File: src/rtl/color_pkg.sv
`default_nettype none
// color_pkg: colour codes, FSM state encodings and sensor flag decode helpers.
// Rev 1.0
package color_pkg;

   typedef enum logic [1:0] {
      COLOR_NONE  = 2'd0,
      COLOR_RED   = 2'd1,
      COLOR_BLUE  = 2'd2,
      COLOR_GREEN = 2'd3
   } color_t;

   typedef enum logic [1:0] {
      S_IDLE    = 2'd0,
      S_CONFIRM = 2'd1,
      S_REPORT  = 2'd2,
      S_HOLD    = 2'd3
   } state_t;

   // Multi-hot flags decode to NONE; the caller flags them separately.
   function automatic color_t decode_flags(input logic [2:0] flags);
      case (flags)
         3'b001:  return COLOR_RED;
         3'b010:  return COLOR_BLUE;
         3'b100:  return COLOR_GREEN;
         default: return COLOR_NONE;
      endcase
   endfunction

   function automatic logic is_multi_hot(input logic [2:0] flags);
      return (flags & (flags - 3'd1)) != 3'b000;
   endfunction

endpackage
`default_nettype wire

File: src/rtl/color_event_filter_if.sv
`default_nettype none
// color_event_filter_if: valid/ready detection event channel.
// Rev 1.0
interface color_event_filter_if;
   logic       det_valid;
   logic       det_ready;
   logic [1:0] det_color;

   modport master (output det_valid, output det_color, input det_ready);
   modport slave  (input det_valid, input det_color, output det_ready);
endinterface
`default_nettype wire

File: src/rtl/sample_tick_gen.sv
`default_nettype none
// sample_tick_gen: free-running divider, tick high on the last count of each DIV-cycle period.
// Rev 1.0
module sample_tick_gen #(
   parameter int DIV = 100000
) (
   input  wire logic clk,
   input  wire logic rst_n,
   output logic      tick
);
   localparam int              W    = (DIV > 2) ? $clog2(DIV) : 1;
   localparam logic [W-1:0]    LAST = W'(DIV - 1);

   logic [W-1:0] div_cnt;

   assign tick = (div_cnt == LAST);

   always_ff @(posedge clk or negedge rst_n) begin
      if (!rst_n) begin
         div_cnt <= '0;
      end else if (tick) begin
         div_cnt <= '0;
      end else begin
         div_cnt <= div_cnt + 1'b1;
      end
   end
endmodule
`default_nettype wire

File: src/rtl/color_event_filter.sv
`default_nettype none
// color_event_filter: debounces one-hot colour flags into one valid/ready event per object.
// Rev 1.0. Optional per-colour saturating tallies when COLOR_TALLY_EN is defined.
module color_event_filter
   import color_pkg::*;
#(
   parameter int SAMPLE_DIV = 100000,
   parameter int CONFIRM_N  = 4
) (
   input  wire logic             clk,
   input  wire logic             rst_n,
   input  wire logic [2:0]       color_in,
   color_event_filter_if.master  det,
`ifdef COLOR_TALLY_EN
   output logic [7:0]            tally_red,
   output logic [7:0]            tally_blue,
   output logic [7:0]            tally_green,
`endif
   output logic                  invalid_seen
);
   localparam logic [3:0] C_CONFIRM_N = 4'(CONFIRM_N);

   logic       tick;
   color_t     code;
   logic       handshake;
   state_t     state, state_n;
   logic [3:0] match_cnt, match_n;
   logic [3:0] match_inc;
   color_t     cand, cand_n;

   sample_tick_gen #(.DIV(SAMPLE_DIV)) u_tick (
      .clk   (clk),
      .rst_n (rst_n),
      .tick  (tick)
   );

   assign code      = decode_flags(color_in);
   assign handshake = det.det_valid & det.det_ready;
   assign match_inc = match_cnt + 4'd1;

   always_ff @(posedge clk or negedge rst_n) begin
      if (!rst_n) begin
         state     <= S_IDLE;
         match_cnt <= '0;
         cand      <= COLOR_NONE;
      end else begin
         state     <= state_n;
         match_cnt <= match_n;
         cand      <= cand_n;
      end
   end

   always_comb begin
      state_n = state;
      match_n = match_cnt;
      cand_n  = cand;
      case (state)
         S_IDLE: begin
            if (tick && code != COLOR_NONE) begin
               cand_n  = code;
               match_n = 4'd1;
               state_n = (CONFIRM_N == 1) ? S_REPORT : S_CONFIRM;
            end
         end
         S_CONFIRM: begin
            if (tick) begin
               if (code == COLOR_NONE) begin
                  state_n = S_IDLE;
                  match_n = '0;
               end else if (code == cand) begin
                  match_n = match_inc;
                  if (match_inc == C_CONFIRM_N) state_n = S_REPORT;
               end else begin
                  cand_n  = code;
                  match_n = 4'd1;
               end
            end
         end
         // Acceptance is not tied to the tick; any clock cycle completes the handshake.
         S_REPORT: begin
            if (handshake) begin
               state_n = S_HOLD;
               match_n = '0;
            end
         end
         S_HOLD: begin
            if (tick) begin
               if (code == COLOR_NONE) begin
                  match_n = match_inc;
                  if (match_inc == C_CONFIRM_N) begin
                     state_n = S_IDLE;
                     match_n = '0;
                  end
               end else begin
                  match_n = '0;
               end
            end
         end
         default: begin
            state_n = S_IDLE;
            match_n = '0;
         end
      endcase
   end

   always_ff @(posedge clk or negedge rst_n) begin
      if (!rst_n) begin
         det.det_valid <= 1'b0;
         det.det_color <= 2'd0;
         invalid_seen  <= 1'b0;
      end else begin
         det.det_valid <= (state_n == S_REPORT);
         if (state_n == S_REPORT) det.det_color <= cand_n;
         if (tick && is_multi_hot(color_in)) invalid_seen <= 1'b1;
      end
   end

`ifdef COLOR_TALLY_EN
   always_ff @(posedge clk or negedge rst_n) begin
      if (!rst_n) begin
         tally_red   <= '0;
         tally_blue  <= '0;
         tally_green <= '0;
      end else if (handshake) begin
         case (det.det_color)
            2'd1:    if (tally_red   != 8'hFF) tally_red   <= tally_red   + 8'd1;
            2'd2:    if (tally_blue  != 8'hFF) tally_blue  <= tally_blue  + 8'd1;
            2'd3:    if (tally_green != 8'hFF) tally_green <= tally_green + 8'd1;
            default: ;
         endcase
      end
   end
`endif

endmodule
`default_nettype wire
File: src/flat_wrapper.sv
// flat-port wrapper written by rule: the top's interface ports become plain ports
module color_event_filter_flat import color_pkg::*;
#(
   parameter int SAMPLE_DIV = 100000,
   parameter int CONFIRM_N  = 4
)
  (clk, rst_n, color_in, invalid_seen, det_det_valid, det_det_color, det_det_ready);
  color_event_filter_if det_i ();
  input  wire logic clk;
  input  wire logic rst_n;
  input  wire logic [2:0] color_in;
  output logic invalid_seen;
  output wire logic [$bits(det_i.det_valid)-1:0] det_det_valid;
  output wire logic [$bits(det_i.det_color)-1:0] det_det_color;
  input wire logic [$bits(det_i.det_ready)-1:0] det_det_ready;
  assign det_det_valid = det_i.det_valid;
  assign det_det_color = det_i.det_color;
  assign det_i.det_ready = det_det_ready;
  color_event_filter #(.SAMPLE_DIV(SAMPLE_DIV), .CONFIRM_N(CONFIRM_N)) u_core (.clk(clk), .rst_n(rst_n), .color_in(color_in), .det(det_i), .invalid_seen(invalid_seen));
endmodule
File: config.mk
export PLATFORM = sky130hd
export DESIGN_NAME = color_event_filter_flat
export DESIGN_NICKNAME = d
export VERILOG_FILES = /design/src/rtl/color_pkg.sv /design/src/rtl/color_event_filter_if.sv /design/src/rtl/sample_tick_gen.sv /design/src/rtl/color_event_filter.sv /design/src/flat_wrapper.sv
export SDC_FILE = /design/constraint.sdc
export NUM_CORES = 1
export LEC_CHECK = 0
export CAP_MARGIN = 0
export CORE_UTILIZATION = 45
export DETAILED_ROUTE_END_ITERATION = 12
export SLEW_MARGIN = 5
export SYNTH_ARGS = -nofsm -noshare
export SYNTH_HDL_FRONTEND = slang
export SYNTH_HIERARCHICAL = 1
export SYNTH_SLANG_ARGS = --single-unit
File: constraint.sdc
create_clock -name clk -period 6.9 [get_ports clk]
set_input_delay 2.07 -clock clk [delete_from_list [all_inputs] [get_ports clk]]
set_output_delay 2.07 -clock clk [all_outputs]
set_load 0.02 [all_outputs]
==> run metrics, run 1 <==
CTS tree=done; Slew Limit Headroom=0.450; Pwr Total=343 uW; top cells by count, synth=dfrtp_1 (29), nor2_1 (18), nand2_1 (15); crit path DAT=slightly above 4 ns; Yosys warnings=6; hold buffer count at CTS=0; NumNets Final=approximately 190; CP Data Required Time=7.07 ns; Slew @ Worst Pin=slightly above 0.8 ns; main area contributors after synthesis=dfrtp_1 (43%), xnor2_1 (4.7%), nor2_1 (4.0%); WL per Instance=roughly 14 um; Mapped Nets=about 180; asr flop ratio synth=1.00; slowest stage cell, crit path=clkdlybuf4s50_1; Synth Cell Area=between 0.0015 and 0.002 mm2; crit end category=flip-flop; Setup TNS Final=0 ns; Fill cells=321; top cell type's share of synthesized area=0.432; RSZ-0062 raised after global routing=no; global-route wire length before repair=roughly 5.8 mm; Clock Path Buffers=2; CTS resizes=0; Final setup violation count=0; Mapped Avg Cell Area=just under 10 um2; IO Pins=10; initial antenna violation count=0; post-synth top area cell=dfrtp_1; FP Rows=21; number of library cell types mapped by synthesis=49; via-per-instance ratio=5.69; class of the most critical hold timing path=reg -> reg; GRT Util Overall=0.193; post-route cell area=approximately 0.0019 mm2; fmax=about 260 MHz; Slew Viols, Final=0; Die Y=around 63 um; # port buffers=9; vias in the first global route=between 1,000 and 1,500; Reg clk slew, reported paths=0.06 ns; Worst path top cell family by delay=buffers and inverters; worst path bufs/invs=1; largest net degree at the start of global routing=30; post-CTS setup buffers=0; CTS root buffer=clkbuf_8; final period utilization=0.566; Cells after Synth=between 150 and 200; Routed WL=around 3.2 mm; DR iter-0 viols=49; reg2reg start=u_core/u_tick/div_cnt[11]$_DFF_PN0_; Initial Util=0.484; largest stage delay on the critical path=0.62 ns; Setup crit start=color_in[0]; type of origin of the critical path=input pin; Inserted Clock Buffers=5; gpl congestion=roughly 0.75; Max rail drop VDD=approximately 0.095 mV; Crit Path Class=in -> reg; crit-path cells=clkdlybuf4s50_1 > nor2_1 > nand3_1 > a31oi_2 > a32o_1 > mux2_2; post-detail-place hpwl=roughly 2.3 mm; crit path time final=around 3.9 ns; CP Depth=6; area grow syn2layout=13.1%; TritonRoute pass-1 iters=5; crit path to=u_core/det.det_color[0]$_DFFE_PN0N_; Synth Flop Type=dfrtp_1; # diodes=0; post-route ant nets=0; leakage=between 0.0007 and 0.0008 uW; Post-route DRC=0; die area=0.00398 mm2; Reg2Reg Depth=7; Hold Vio Cnt, Final=0; utilization after layout=0.548; most common cell in the netlist=dfrtp_1; Core ar.=0.00347 mm2; Yosys reg bits=29; WHS Path Cells=1; EDFF count, synth=0; sequential fraction of the synthesis area=0.432; DP Area=about 0.0018 mm2; status=completed; chip width=around 63 um; Max Cap Viol=0; TritonCTS Sinks=29; clock insertion delay at the later pin of the skew report=just under 0.3 ns; P per Cell Area=around 180 mW/mm2; gr ovfl total=0; Setup Skew=0.00724 ns; Max FO, Critical Path=14; reg2reg end=u_core/match_cnt[2]$_DFFE_PN0P_; Reg2Reg Setup Slack=roughly 3.7 ns; layout cells sized above 1=0.104; htree depth=2; total number of vias=about 1,300
==> where the power goes <==
group / total, uW / switching, uW / internal (uW)
registers: 170 / 0 / 170
logic: 17.6 / 11.0 / 6.64
clock network: 155 / 65.5 / 89.9
==> logic make-up (layout without fill, tap and decap cells) <==
family	Yosys count	after routing	share of synthesized area
and+or+nand+nor	74	74	0.250
AOI/OAI and AO/OA	36	36	0.165
DFF	29	29	0.432
xor gates and xnor gates	15	15	0.0782
buffers and inverters	13	23	0.0328
adders and majority gates	4	4	0.0283
muxes	2	2	0.0134
==> flip-flops by register name, summed over array words and instances, names as in the netlist <==
register               flops
u_core/det.det_color       2
u_core/invalid_seen        1
u_core/u_tick/div_cnt     17
u_core/match_cnt           4
u_core/cand                2
u_core/state               2
u_core/det.det_valid       1
==> routing by layer <==
layer,vias up,wire length (um),track usage
met2,32,1540,0.323
met1,614,1460,0.226
met4,0,72,0.0959
met5,-,0,0
li1,647,-,-
met3,9,118,0.0525
==> layout by cell type (no fill, tap or decap), types with 6 or more instances in the layout <==
master | synthesis | final
nand3_1 | 7 | 7
clkdlybuf4s50_1 | 0 | 9
nand2_1 | 15 | 15
dfrtp_1 | 29 | 29
xor2_1 | 6 | 6
xnor2_1 | 9 | 9
nor2_1 | 18 | 18
a21oi_1 | 8 | 8
clkbuf_8 | 0 | 7
==> final cells by class <==
cell class / count / area [um2] / share of cell area
multi-input cells: 131 / 900 / 0.473
flip-flops and latches: 29 / 726 / 0.382
repair buffers: 10 / 97.6 / 0.0513
clock buffers: 7 / 96.3 / 0.0507
well taps: 46 / 57.6 / 0.0303
inverters: 5 / 18.8 / 0.00987
clock inverters: 1 / 5.00 / 0.00263
==> metrics by stage <==
step	std cells	worst slack, ns	hold slack (ns)
after floorplan	173	3.50	0.455
final	229	2.99	0.460
after global placement	221	2.83	0.441
after CTS	229	3.01	0.461
after detailed placement	221	2.71	0.448
after global routing	229	2.85	0.496
==> worst min-delay path by stage <==
stage                                                   start  slack, ns                                   to
after global routing          u_core/invalid_seen$_DFFE_PN0P_       0.50      u_core/invalid_seen$_DFFE_PN0P_
after CTS                     u_core/invalid_seen$_DFFE_PN0P_       0.46      u_core/invalid_seen$_DFFE_PN0P_
after floorplan           u_core/u_tick/div_cnt[14]$_DFF_PN0_       0.45  u_core/u_tick/div_cnt[14]$_DFF_PN0_
final                         u_core/invalid_seen$_DFFE_PN0P_       0.46      u_core/invalid_seen$_DFFE_PN0P_
after global placement        u_core/invalid_seen$_DFFE_PN0P_       0.44      u_core/invalid_seen$_DFFE_PN0P_
after detailed placement      u_core/invalid_seen$_DFFE_PN0P_       0.45      u_core/invalid_seen$_DFFE_PN0P_
(Power assumes the default switching activity.)
==> run 2, diff against run 1 <==
Settings changed: PLACE_DENSITY from default to 0.65.
Clock period 6.9 ns to 3.2 ns, I/O delays scaled along.
==> run metrics, run 2 (synthesized netlist as in run 1, its figures left out) <==
FP Rows=21 (unchanged); TritonRoute pass-1 iters=4 (-1); crit path time final=approximately 2.7 ns; WHS Path Cells=1 (unchanged); reg2reg start=u_core/u_tick/div_cnt[11]$_DFF_PN0_; total number of vias=1,312 (+0.77%); Slew Viols, Final=0 (unchanged); Max FO, Critical Path=8 (-6); RSZ-0062 raised after global routing=no; die area=0.00398 mm2 (unchanged); Most flops, register=u_core/u_tick/div_cnt; Hold Crit Start=u_core/invalid_seen$_DFFE_PN0P_; gr ovfl total=0 (unchanged); commonest non-fill, non-tap cell in the layout=dfrtp_1; utilization after layout=0.550 (+0.00216); IO Pins=10 (unchanged); worst path bufs/invs=0 (-1); post-detail-place hpwl=2.23 mm (-1.6%); WL per Instance=13.5 um (-3.2%); status=completed; cell internal pwr=530 uW (+99%); Setup Skew=0.00465 ns (-0.00259 ns); reg2reg end=u_core/match_cnt[2]$_DFFE_PN0P_; Post-route DRC=0 (unchanged); Routed WL=3.14 mm (-2.0%); hold buffer count at CTS=0 (unchanged); Top Registers=u_core/u_tick/div_cnt x17, u_core/match_cnt x4; Final setup violation count=0 (unchanged); Clock Path Buffers=2 (unchanged); DR iter-0 viols=36 (-27%); crit-path cells=or4_1 > or4_4 > nor4_4 > nor2b_1 > a221o_1 > o2111ai_1 > o211ai_1; CTS root buffer=clkbuf_8; fmax=around 370 MHz; area grow syn2layout=13.6%; leakage=0.000801 uW (+0.76%); htree depth=2 (unchanged); max FFs per register=17 (unchanged); Hold Vio Cnt, Final=0 (unchanged); Setup TNS Final=0 ns (unchanged); power share of the clock group=0.417 (-0.036); via-per-instance ratio=5.66 (-0.53%); TritonCTS Sinks=29 (unchanged); Crit Path Class=reg -> reg; vias in the first global route=1,240 (-2.8%); P per Cell Area=364 mW/mm2 (+100%); CP Data Required Time=3.40 ns (-3.67 ns); Sw Ratio=0.237 (+0.0138); Min Hold Slack=0.470 ns (+0.0107 ns); DP Area=0.00182 mm2 (+1.3%); largest stage delay on the critical path=0.55 ns (-0.07 ns); largest net degree at the start of global routing=30 (unchanged); CTS resizes=0 (unchanged); clock insertion delay at the later pin of the skew report=0.28 ns (about the same); final period utilization=0.843; sequential share of power=0.528 (+0.032); Reg2Reg Depth=7 (unchanged); post-route ant nets=0 (unchanged); layout cells sized above 1=0.118 (+0.0145); most frequent cells in the layout=dfrtp_1 (29), nor2_1 (18), nand2_1 (15); Slew @ Worst Pin=0.422 ns (-0.398 ns); Die Y=63.1 um (unchanged); # port buffers=9 (unchanged); GRT Util Overall=0.185 (-0.00746); gpl congestion=0.852 (+13%); logic gate share of total power=0.055 (+0.004); type of origin of the critical path=flip-flop; initial antenna violation count=0 (unchanged); slowest stage cell, crit path=or4_1; Max Cap Viol=0 (unchanged); class of the most critical hold timing path=reg -> reg; Worst path top cell family by delay=simple AND/OR/NAND/NOR gates; Pwr Total=695 uW (+100%); post-route cell area=0.00191 mm2 (+0.40%); Reg clk slew, reported paths=0.07 ns (about the same); # diodes=0 (unchanged); Slew Limit Headroom=0.718 (+0.268); Hold EP=u_core/invalid_seen$_DFFE_PN0P_; crit path DAT=2.90 ns (-1.17 ns); post-CTS setup buffers=0 (unchanged); Inserted Clock Buffers=5 (unchanged); Initial Util=0.484 (unchanged); chip width=63.1 um (unchanged); crit end category=flip-flop; NetSw=164 uW (+120%); Max rail drop VDD=0.223 mV (+130%); CTS tree=done; Reg2Reg Setup Slack=0.50 ns (-3.16 ns); NumNets Final=194 (+1.6%); global-route wire length before repair=5.73 mm (-1.7%); Core ar.=0.00347 mm2 (unchanged)
-- run 2: stage by stage --
stage	instances	setup slack [ns]
after floorplan	173	0.431
after global placement	224	0.337
after detailed placement	224	0.257
after CTS	232	0.503
after global routing	232	0.287
final	232	0.502
-- run 2: worst reg2reg max path, cell delays in order (launching register included) --
cell and delay, ns:
dfrtp_1 0.43, or4_1 0.55, or4_4 0.44, nor4_4 0.21, nor2b_1 0.37, a221o_1 0.36
o2111ai_1 0.15, o211ai_1 0.11
-- run 2: routing by layer --
metal,track usage,wire length (um),part of all wire
met5,0,0,0
met4,0.0610,37,0.012
met3,0.0562,109,0.035
met1,0.246,1560,0.50
met2,0.286,1430,0.46
-- run 2: worst max path at each step --
| stage | startpoint | end | slack (ns) | depth (start not counted) |
|---|---|---|---|---|
| after CTS | u_core/u_tick/div_cnt[11]$_DFF_PN0_ | u_core/match_cnt[2]$_DFFE_PN0P_ | 0.50 | 7 |
| final | u_core/u_tick/div_cnt[11]$_DFF_PN0_ | u_core/match_cnt[2]$_DFFE_PN0P_ | 0.50 | 7 |
| after detailed placement | color_in[0] | u_core/det.det_color[1]$_DFFE_PN0N_ | 0.26 | 6 |
| after global placement | color_in[0] | u_core/det.det_color[1]$_DFFE_PN0N_ | 0.34 | 6 |
| after floorplan | u_core/u_tick/div_cnt[11]$_DFF_PN0_ | u_core/state[0]$_DFF_PN0_ | 0.43 | 6 |
| after global routing | u_core/u_tick/div_cnt[11]$_DFF_PN0_ | u_core/match_cnt[2]$_DFFE_PN0P_ | 0.29 | 7 |
-- run 2: layout make-up --
| type | instances | area, um2 |
|---|---|---|
| clock inverters | 3 | 17.5 |
| fillers | 322 | 1560 |
| repair buffers | 13 | 120 |
| clock buffers | 5 | 68.8 |
| inverters | 5 | 18.8 |
| multi-input cells | 131 | 900 |
| flip-flops and latches | 29 | 726 |
| well taps | 46 | 57.6 |
-- run 2: power by group through the flow --
stage          registers, uW  clock network (uW)  logic [uW]
3_5_place_dp             373                   0        38.3
2_1_floorplan            374                   0        21.0
5_1_grt                  366                 318        43.2
6_report                 367                 290        38.2
4_1_cts                  367                 304        38.6
3_3_place_gp             373                   0        36.4
==> run 3, diff against run 2 <==
Settings changed: PLACE_DENSITY 0.65 to default.
Clock period 3.2 ns to 2.7 ns, I/O delays scaled along.
==> run metrics, run 3 (synthesized netlist as in run 1, its figures left out) <==
status=completed; reg2reg start=u_core/u_tick/div_cnt[12]$_DFF_PN0_; Final setup violation count=0 (unchanged); Max Cap Viol=0 (unchanged); final period utilization=0.962 (+0.119); GRT Util Overall=0.192 (+0.00698); chip width=63.1 um (unchanged); area grow syn2layout=17.2%; Top Registers=u_core/u_tick/div_cnt x17, u_core/match_cnt x4; IO Pins=10 (unchanged); clock insertion delay at the later pin of the skew report=0.27 ns (about the same); CP most frequent cell=or4_1; WHS Path Cells=1 (unchanged); reg2reg end=u_core/state[0]$_DFF_PN0_; DR iter-0 viols=58 (+61%); NumNets Final=201 (+3.6%); type of origin of the critical path=flip-flop; Routed WL=3.31 mm (+5.6%); fmax=385 MHz (+3.9%); Min Hold Slack=0.476 ns (+0.00604 ns); worst path bufs/invs=0 (unchanged); Most flops, register=u_core/u_tick/div_cnt; crit end category=flip-flop; CTS root buffer=clkbuf_8; Max FO, Critical Path=5 (-3); FP Rows=21 (unchanged); Reg clk slew, reported paths=0.06 ns (about the same); post-route ant nets=0 (unchanged); Post-route DRC=0 (unchanged); Reg2Reg Depth=6 (-1); Fill cells=331 (+2.8%); post-detail-place hpwl=2.44 mm (+9.3%); Hold Vio Cnt, Final=0 (unchanged); # diodes=0 (unchanged); die area=0.00398 mm2 (unchanged); Reg2Reg Setup Slack=0.10 ns (-0.40 ns); met2 WL=1.55 mm (+7.9%); leakage=0.000837 uW (+4.5%); crit-path cells=or4_1 > or4_4 > nor4_4 > and2_4 > a221oi_2 > or4_1; P per Cell Area=426 mW/mm2 (+17%); Max rail drop VDD=0.277 mV (+24%); Inserted Clock Buffers=5 (unchanged); vias in the first global route=1,347 (+8.6%); Hold EP=u_core/invalid_seen$_DFFE_PN0P_; total number of vias=1,344 (+2.4%); Die Y=63.1 um (unchanged); post-CTS setup buffers=0 (unchanged); Finished Layout Cells=238 (+2.6%); TritonRoute pass-1 iters=4 (unchanged); layout cells sized above 1=0.151 (+0.0328); Core ar.=0.00347 mm2 (unchanged); initial antenna violation count=0 (unchanged); WL per Instance=13.9 um (+3.0%); TritonCTS Sinks=29 (unchanged); via-per-instance ratio=5.65 (-0.14%); # port buffers=9 (unchanged); gr ovfl total=0 (unchanged); largest stage delay on the critical path=0.55 ns (about the same); Slew @ Worst Pin=0.371 ns (-0.0508 ns); RSZ-0062 raised after global routing=no; CTS tree=done; crit path DAT=2.74 ns (-0.16 ns); CP Data Required Time=2.84 ns (-0.56 ns); Slew Viols, Final=0 (unchanged); Crit Path Class=reg -> reg; Setup TNS Final=0 ns (unchanged); Clock Path Buffers=2 (unchanged); DRT met1 WL=1.65 mm (+6.2%); Setup Skew=0.00397 ns (-0.000682 ns); most frequent cells in the layout=dfrtp_1 (29), nor2_1 (18), nand2_1 (15); metal3 WL=83 um (-24%); Worst path top cell family by delay=simple AND/OR/NAND/NOR gates; slowest stage cell, crit path=or4_1; top sig layer=met4; Inst Count DP=231 (+3.1%); gpl congestion=0.873 (+2.5%); class of the most critical hold timing path=reg -> reg; Hold Crit Start=u_core/invalid_seen$_DFFE_PN0P_; crit path time final=2.60 ns (-0.100 ns); Slew Limit Headroom=0.751 (+0.0326); global-route wire length before repair=6.06 mm (+5.7%); htree depth=2 (unchanged); largest net degree at the start of global routing=30 (unchanged); Initial Util=0.484 (unchanged); max FFs per register=17 (unchanged); commonest non-fill, non-tap cell in the layout=dfrtp_1
## run 3: changes by cell type in the layout (fill, tap and decap cells not counted)
cell,delta
a221o_1,-1
a221o_2,+1
buf_4,+7
clkbuf_1,+1
clkbuf_8,+1
clkinv_2,-2
clkinvlp_4,-1
nor2b_1,-1
nor2b_4,+1
## run 3: report_power, final
group / total, uW / internal (uW) / leakage, uW / switching [uW]
clock network: 352 / 202 / 0.0000443 / 151
logic: 52.2 / 21.5 / 0.000423 / 30.8
registers: 435 / 435 / 0.000370 / 0
total: 839 / 658 / 0.000837 / 181
## run 3: layout make-up
cell class                      count  area, um2  area share
Clock buffer                        7       86.3      0.0438
Tap cell                           46       57.6      0.0292
Multi-Input combinational cell    131        908       0.461
Sequential cell                    29        726       0.368
Timing Repair Buffer               20        173      0.0877
Inverter                            5       18.8     0.00953
## run 3: worst max path at each step
stage               cells past startpoint                               to  slack, ns                           startpoint
floorplan                               6        u_core/state[0]$_DFF_PN0_      -0.07  u_core/u_tick/div_cnt[11]$_DFF_PN0_
global placement                        6  u_core/match_cnt[2]$_DFFE_PN0P_       0.05                          color_in[1]
detailed placement                      6  u_core/match_cnt[2]$_DFFE_PN0P_      -0.02                          color_in[1]
CTS                                     7  u_core/match_cnt[2]$_DFFE_PN0P_       0.03  u_core/u_tick/div_cnt[12]$_DFF_PN0_
global route                            6        u_core/state[0]$_DFF_PN0_       0.03  u_core/u_tick/div_cnt[12]$_DFF_PN0_
finish                                  6        u_core/state[0]$_DFF_PN0_       0.10  u_core/u_tick/div_cnt[12]$_DFF_PN0_
## run 3: timing repair
action | in CTS | in global routing
setup endpoints to repair | 0 | 5
hold buffers | 0 | 0
gates resized for setup | 0 | 2
## run 3: metrics by stage
step | setup slack, ns | power [uW] | area [um2] | util
detailed placement | -0.0213 | 495 | 1880 | 0.541
global route | 0.0256 | 878 | 1970 | 0.568
floorplan | -0.0680 | 468 | 1680 | -
finish | 0.102 | 839 | 1970 | 0.568
CTS | 0.0290 | 850 | 1960 | 0.566
global placement | 0.0546 | 493 | 1880 | 0.541
## run 3: metal layers
layer	up-vias	global-route usage
met1	650	0.256
met5	-	0
li1	675	-
met3	5	0.0507
met4	0	0.0640
met2	14	0.302
